File: config.mk
export PLATFORM = sky130hd
export DESIGN_NAME = rx_iq3_collect
export DESIGN_NICKNAME = d
export VERILOG_FILES = /design/src/rtl/rx_iq3_collect_pkg.sv /design/src/rtl/rx_iq_hold.sv /design/src/rtl/rx_iq3_collect.sv
export SDC_FILE = /design/constraint.sdc
export NUM_CORES = 1
export LEC_CHECK = 0
export BUFFER_PORTS_ARGS = -buffer_cell sky130_fd_sc_hd__buf_4
export CORE_MARGIN = 1.5
export CORE_UTILIZATION = 57
export DETAILED_ROUTE_END_ITERATION = 6
export HOLD_SLACK_MARGIN = 0.15
export PLACE_DENSITY = 0.77
export SLEW_MARGIN = 30
export SYNTH_ARGS = -nofsm -noshare
export SYNTH_HDL_FRONTEND = slang
export SYNTH_SLANG_ARGS = --single-unit
File: constraint.sdc
create_clock -name adc_clk -period 20.2 [get_ports adc_clk]
set_input_delay 0 -clock adc_clk [delete_from_list [all_inputs] [get_ports adc_clk]]
set_output_delay 0 -clock adc_clk [all_outputs]
set_load 0.1 [all_outputs]
File: src/rtl/rx_iq3_collect_pkg.sv
// rx_iq3_collect_pkg: shared constants, iq3 word selectors and helpers for the rx I/Q collector
package rx_iq3_collect_pkg;
   localparam int NRX_DEF = 4;
   localparam int IQW = 24;
   typedef enum logic [1:0] {W_IHI = 2'd0, W_QHI = 2'd1, W_LO = 2'd2} word_e;
   function automatic logic [3:0] eff_chans(input logic [2:0] c, input int nrx);
      int e;
      e = (c == 3'd0) ? 1 : int'(c);
      return 4'((e > nrx) ? nrx : e);
   endfunction
   function automatic logic [15:0] iq3_word(input logic [IQW-1:0] i, input logic [IQW-1:0] q, input word_e w);
      return (w == W_IHI) ? i[IQW-1 -: 16] : (w == W_QHI) ? q[IQW-1 -: 16] : {i[7:0], q[7:0]};
   endfunction
endpackage

File: src/rtl/rx_iq_hold.sv
// rx_iq_hold: one channel's I/Q hold registers and got flag; a new strobe wins over a set clear
module rx_iq_hold
   import rx_iq3_collect_pkg::*;
(
   input  logic           adc_clk,
   input  logic           reset,
   input  logic           strobe,
   input  logic           clr,
   input  logic [IQW-1:0] din_i,
   input  logic [IQW-1:0] din_q,
   output logic [IQW-1:0] hold_i,
   output logic [IQW-1:0] hold_q,
   output logic           got
);
   always_ff @(posedge adc_clk) begin
      if (reset) begin
         hold_i <= '0;
         hold_q <= '0;
         got <= 1'b0;
      end else begin
         if (strobe) begin
            hold_i <= din_i;
            hold_q <= din_q;
         end
         got <= strobe | (got & ~clr);
      end
   end
endmodule

File: src/rtl/rx_iq3_collect.sv
// rx_iq3_collect: banks one I/Q sample per active rx channel and serves it as three 16-bit words
module rx_iq3_collect
   import rx_iq3_collect_pkg::*;
#(
   parameter int NRX = NRX_DEF
) (
   input  logic               adc_clk,
   input  logic               reset,
   input  logic [2:0]         rx_chans,
   input  logic [NRX-1:0]     rx_strobe,
   input  logic [NRX*IQW-1:0] rx_i,
   input  logic [NRX*IQW-1:0] rx_q,
   input  logic               rd_getI,
   input  logic               rd_getQ,
   output logic               rx_avail_A,
   output logic [15:0]        rx_dout_A,
   output logic               busy,
   output logic [7:0]         overrun_cnt
);
   logic [3:0] n_act;
   logic [2:0] last, ptr;
   logic [NRX-1:0] active, got;
   logic complete, q_d;
   logic [IQW-1:0] hold_i [NRX];
   logic [IQW-1:0] hold_q [NRX];
   logic [IQW-1:0] bank_i [NRX];
   logic [IQW-1:0] bank_q [NRX];
   logic [IQW-1:0] sel_i, sel_q;
   word_e wsel;
   assign n_act = eff_chans(rx_chans, NRX);
   assign last = 3'(n_act - 4'd1);
   assign complete = &(got | ~active);
   generate
      for (genvar n = 0; n < NRX; n++) begin : g_ch
         assign active[n] = 4'(n) < n_act;
         rx_iq_hold u_hold (
            .adc_clk(adc_clk),
            .reset(reset),
            .strobe(rx_strobe[n] & active[n]),
            .clr(complete),
            .din_i(rx_i[IQW*n +: IQW]),
            .din_q(rx_q[IQW*n +: IQW]),
            .hold_i(hold_i[n]),
            .hold_q(hold_q[n]),
            .got(got[n])
         );
      end
   endgenerate
   // ">=" on the wrap lets ptr recover if rx_chans shrinks mid-read
   always_ff @(posedge adc_clk) begin
      if (reset) begin
         rx_avail_A <= 1'b0;
         busy <= 1'b0;
         overrun_cnt <= '0;
         ptr <= '0;
         q_d <= 1'b0;
         for (int n = 0; n < NRX; n++) begin
            bank_i[n] <= '0;
            bank_q[n] <= '0;
         end
      end else begin
         rx_avail_A <= 1'b0;
         q_d <= rd_getQ;
         if (q_d) begin
            ptr <= (ptr >= last) ? 3'd0 : ptr + 3'd1;
            if (ptr >= last) busy <= 1'b0;
         end
         if (complete && !busy) begin
            for (int n = 0; n < NRX; n++) begin
               bank_i[n] <= hold_i[n];
               bank_q[n] <= hold_q[n];
            end
            busy <= 1'b1;
            rx_avail_A <= 1'b1;
         end else if (complete && overrun_cnt != 8'hFF) begin
            overrun_cnt <= overrun_cnt + 8'd1;
         end
      end
   end
   always_comb begin
      sel_i = '0;
      sel_q = '0;
      for (int n = 0; n < NRX; n++) begin
         if (ptr == 3'(n)) begin
            sel_i = bank_i[n];
            sel_q = bank_q[n];
         end
      end
      wsel = rd_getI ? W_IHI : rd_getQ ? W_QHI : W_LO;
      rx_dout_A = iq3_word(sel_i, sel_q, wsel);
   end
endmodule

==> Yosys cells after proc, flatten, opt, wreduce, memory -nomap -nowiden <==
Memory sizes are Yosys's and may differ from the RTL's.
Cells that the tools add are included.
{ "word_totals": {"ff_bits": 210, "latchBits": 0, "ram_bits": 192, "romBits": 0, "in_bits": 203, "output_inout_bits": 26, "memories": 2} }
{ "op_classes": {"addsub": 3, "mul": 0, "n_div": 0, "magnitude_cmp": 6, "eq_ne": 5, "shifts": 0, "n_mux": 31, "bitwise_logic": 24, "reduce_logical": 11} }
{ "mem_list": {"columns": ["name", "depth", "width", "rd", "rd_ports_with_merged_regs", "write_ports", "line_no", "text"], "rows": [
  ["bank_i", 4, 24, 4, 0, 4, "rx_iq3_collect.sv:26", "logic [IQW-1:0] bank_i [NRX];"],
  ["bank_q", 4, 24, 4, 0, 4, "rx_iq3_collect.sv:27", "logic [IQW-1:0] bank_q [NRX];"]
]} }
{ "ops": {"columns": ["operator", "count"], "rows": [
  ["$mux W24", 16],
  ["$mux W16", 2],
  ["$or A1 B1 Y1", 12],
  ["$mux W3", 3],
  ["$add A8 B1 Y8 const B", 1],
  ["$and A1 B1 Y1", 8],
  ["$mux W1", 8],
  ["$ne A8 B8 Y1 const B", 1],
  ["$eq A3 B2 Y1 const B", 2],
  ["$logic_not A3 Y1", 2],
  ["$lt A1 B3 Y1 const A", 2],
  ["$lt A2 B3 Y1 const A", 2],
  ["$mux W2", 2],
  ["$not A4 Y4", 1],
  ["$or A4 B4 Y4", 1],
  ["$reduce_and A2 Y1", 2],
  ["$reduce_and A4 Y1", 1],
  ["$reduce_bool A2 Y1", 2],
  ["$add A3 B1 Y3 const B", 1],
  ["$eq A3 B1 Y1 const B", 1],
  ["$ge A3 B3 Y1", 1],
  ["$gt A3 B3 Y1 const B", 1],
  ["$sub A3 B1 Y3 const B", 1],
  ["$eq A2 B1 Y1 const B", 1],
  ["4 further kinds", 6]
]} }

==> Longest topological paths before layout <==
{ "logic_depth": {"depth_word": 13, "mapped_depth": 8, "mapped_depth_nobuf": 8} }

==> Modules after synthesis <==
A second synthesis with hierarchy kept.
{ "hier_totals": {"cells_unflattened": 1377, "hier_area_um2": 16515.8} }
{ "modules_own_cells": {"columns": ["mod", "n_inst", "cells_each", "area_each_um2"], "rows": [
  ["rx_iq3_collect", 1, 741, 9529.1],
  ["rx_iq_hold", 4, 159, 1746.7]
]} }

==> Worst setup path after synthesis <==
Ideal clock, no wire load.
{ "synth_path": {"kind": "register -> register", "start": "register busy", "end": "memory bank_i[0][0] (enable)", "setup_time_ns": 1.025, "t_arrival_ns": 14.844, "path_slack_ns": 4.330, "path_stages_with_launch": 2, "path_buffers": 0, "period_less_slack_ns": 15.870, "cell_sequence": "dfxtp_1 -> o31ai_1"} }
{ "synth_rtl": {"columns": ["item", "line_no", "text"], "rows": [
  ["from (decl)", "rx_iq3_collect.sv:17", "output logic busy,"],
  ["from (signal assigned)", "rx_iq3_collect.sv:53", "busy <= 1'b0;"],
  ["from (signal assigned)", "rx_iq3_collect.sv:66", "if (ptr >= last) busy <= 1'b0;"],
  ["from (signal assigned)", "rx_iq3_collect.sv:73", "busy <= 1'b1;"],
  ["to (decl)", "rx_iq3_collect.sv:26", null]
]} }

==> Worst setup path in the final report <==
{ "layout_path": {"start": "register ptr[1]", "end": "output rx_dout_A[10]"} }
{ "layout_between": {"elab_chain_cells": 7} }
{ "layout_lines": {"columns": ["item", "line_no", "text"], "rows": [
  ["from (decl)", "rx_iq3_collect.sv:21", "logic [2:0] last, ptr;"],
  ["from (signal assigned)", "rx_iq3_collect.sv:65", "ptr <= (ptr >= last) ? 3'd0 : ptr + 3'd1;"],
  ["$logic_not A3 Y1", "rx_iq3_collect.sv:84", "if (ptr == 3'(n)) begin"],
  ["$mux W24 (4 in series)", "rx_iq3_collect.sv:84", null],
  ["$mux W16", "rx_iq3_collect_pkg.sv:12", "return (w == W_IHI) ? i[IQW-1 -: 16] : (w == W_QHI) ? q[IQW-1 -: 16] : {i[7:0], q[7:0]};"],
  ["$mux W16 (*)", "rx_iq3_collect_pkg.sv:12", null],
  ["to (decl)", "rx_iq3_collect.sv:16", "output logic [15:0] rx_dout_A,"]
]} }
Every way passes the cells marked *; elsewhere a longest branch is shown, timed or not.

==> qor.txt <==
wire length per cell: 21.4 µm
most used flip-flop cell after synthesis: dfxtp_1
Core Footprint: 28500 µm²
# diodes: 0
top-area cell type share of the netlist area: 35.0%
sequential share of power: 45.9%
DRC: 0
RSZ-0062 raised after global routing: false
maximum clock rate: 298 MHz
pin count of the biggest net entering global routing: 193
worst slew pin tran: 1.01 ns
Hold Crit Class: primary input to flip-flop
initial core utilization: 57.7%
asr flop ratio synth: 0%
Synth top cells by count: 341 x nand2_1, 210 x dfxtp_1, 194 x and2_1
gr usage total: 35.2%
CTS buffer count: 42
Rel. slew slack: 32.5%
post-synthesis net count: 1796
non-filler instance count after layout: 2506
die height: 173 µm
Resized Gates After CTS: 0
I/O Pins: 229
Clock Sinks: 402
Final Hold Fails: 0
Slew Viols, Final: 0
Comb pwr share: 13.8%
Setup CP Type: flip-flop to primary output
data arrival time of the worst path: 3.36 ns
vias: 14237
Internal: 1.49 mW
Critical Path RT: 20.20 ns
Die ar.: 29900 µm²
final WL: 53.7 mm
post-layout worst setup margin: 16.84 ns
crit start category: flip-flop
status: finished clean
CTS tree: yes
setup repair bufs after CTS: 0
count leader, synth: nand2_1
Congestion Overflow GR: 0
skew final: 0.0257 ns
DRT iter0 DRCs: 1370
switching power: 0.507 mW
Cell Area, Placed: 18300 µm²
Mapped Area: 16500 µm²
port bufs: 228
antenna viol nets, final: 0
CTS max path bufs: 3
area leader, netlist: edfxtp_1
number of synthesized flops with an enable pin: 192
Setup crit end kind: primary output
top cells by area, synth: edfxtp_1 35%, dfxtp_1 26%, nand2_1 7.8%, and2_1 7.4%, a21oi_1 5.5%
Tcrit/Tclk final: 16.6%
sequential fraction of the synthesis area: 60.5%
clk slew on worst S/H paths: 0.06 ns
P_leak: 9.56 nW
minimum clock period: 3.36 ns
CP Max Fanout: 34
router iterations before antenna repair: 6
Synthesis Warnings: 0
synthesis-to-layout area growth: 40.8%
maxcap violations: 0
Netlist cell types: 49
vias in the first global route: 14589
Via density: 5.68
first-pass GRT wire length: 82.0 mm
Place WS: 17.24 ns
H-tree levels: 2
width of the die: 173 µm
Final Net Count: 2301
CTS Root Buffer Type: clkbuf_16
Power Density: 86.3 nW/µm²
setup_tns: 0 ns
cell count after synthesis: 1583
Max IR drop VDD: 0.0683 mV
mean area per synthesized cell: 10.4 µm²
placed insts: 2088
clock latency at the later pin of the worst-skew pair: 0.55 ns
final setup fails: 0
Final Cell Area: 23200 µm²
Hold-fix buffers, CTS: 339
Rows: 62
#FFs+latches synth: 402
GPL Wtd Cong: 0.852
clock share of power: 40.3%
Detail Placement HPWL: 27.1 mm
share of cells above drive strength 1: 16.1%
Sw Share: 25.3%
initial antenna violation count: 0
## final timing paths
kind                                             to  depth (start not counted)  slack [ns]                                    from
max reg2reg             bank_q[2][22]$_SDFFCE_PN0P_                          6       17.48           g_ch[0].u_hold.got$_SDFF_PP0_
min                   g_ch[1].u_hold.got$_SDFF_PP0_                          4        0.15                            rx_strobe[1]
max                                   rx_dout_A[10]                          8       16.84                     ptr[1]$_SDFFE_PP0P_
min reg2reg  g_ch[2].u_hold.hold_i[16]$_SDFFE_PP0P_                          2        0.45  g_ch[2].u_hold.hold_i[16]$_SDFFE_PP0P_
## through the flow
| stage | utilization, % | power (mW) | hold slack, ns |
|---|---|---|---|
| after floorplan | - | 1.07 | 0.136 |
| after global placement | 64.0 | 1.14 | 0.237 |
| after detailed placement | 64.1 | 1.14 | 0.243 |
| after CTS | 81.0 | 1.98 | 0.154 |
| after global routing | 81.2 | 2.06 | 0.179 |
| final | 81.2 | 2.00 | 0.147 |
## cell families after synthesis
| kind of cell | Yosys count | share of synthesized area, % |
|---|---|---|
| and+or+nand+nor | 673 | 19.6 |
| DFF | 402 | 60.5 |
| AOI/OAI and AO/OA | 281 | 10.1 |
| buffers and inverters | 127 | 3.29 |
| muxes | 88 | 5.58 |
| adders and majority gates | 10 | 0.760 |
| xor gates and xnor gates | 2 | 0.106 |
## metal layers
metal	GRT usage, %	vias up	wire, µm
met5	0	-	0
met4	12.4	0	2000
met3	5.21	155	3920
met2	63.0	768	27500
met1	43.6	6893	20300
li1	-	6421	-
## critical path: stages (launching register included)
cell and delay (ns):
dfxtp_1 0.37, inv_1 0.15, ha_1 0.17, buf_4 0.34, nor3b_4 0.60, a22oi_1 0.21
a211o_1 0.32, a21oi_1 0.29, buf_4 0.36
## power by group through the flow
stage,clock (mW),sequential [mW],combinational [mW]
floorplan,0,0.935,0.138
finish,0.806,0.918,0.276
global route,0.846,0.920,0.290
CTS,0.803,0.915,0.262
detailed placement,0,0.931,0.211
global placement,0,0.932,0.207
## placed cells by master, fill, tap and decap left out, types with 4 or more instances in the layout
master         netlist  layout
a211o_1             15      15
a21oi_1            181     181
a221oi_1            15      15
a22oi_1             16      16
a32oi_1             15      15
and2_1             194     194
buf_4                3     236
bufinv_16            0       6
clkbuf_1            59       9
clkbuf_16            0      42
clkbuf_8             0       6
clkinv_1             0       4
clkinv_2             0       8
dfxtp_1            210     210
dlygate4sd3_1        0     339
edfxtp_1           192     192
ha_1                10       8
inv_1                9       9
mux2_2              20      20
mux2i_1             67      67
nand2_1            341     341
nand2b_1             5       4
nand3b_1            31      31
nor2_1              76      76
nor2b_1              8       6
o21ai_0             21      21
## area by class of cell
cell class	instances	area, µm²
clock buffers	56	1150
clock inverters	22	277
fillers	1516	5370
inverters	9	33.8
multi-input cells	1054	6010
flip-flops and latches	402	9970
well taps	384	480
repair buffers	579	5250
## sequential cells by signal (all words and copies together), names as in the netlist, 3 cells and up
name / cells
ptr: 3
g_ch.u_hold.hold_i: 96
bank_i: 96
g_ch.u_hold.got: 4
bank_q: 96
overrun_cnt: 8
g_ch.u_hold.hold_q: 96
(Power assumes the default switching activity.)
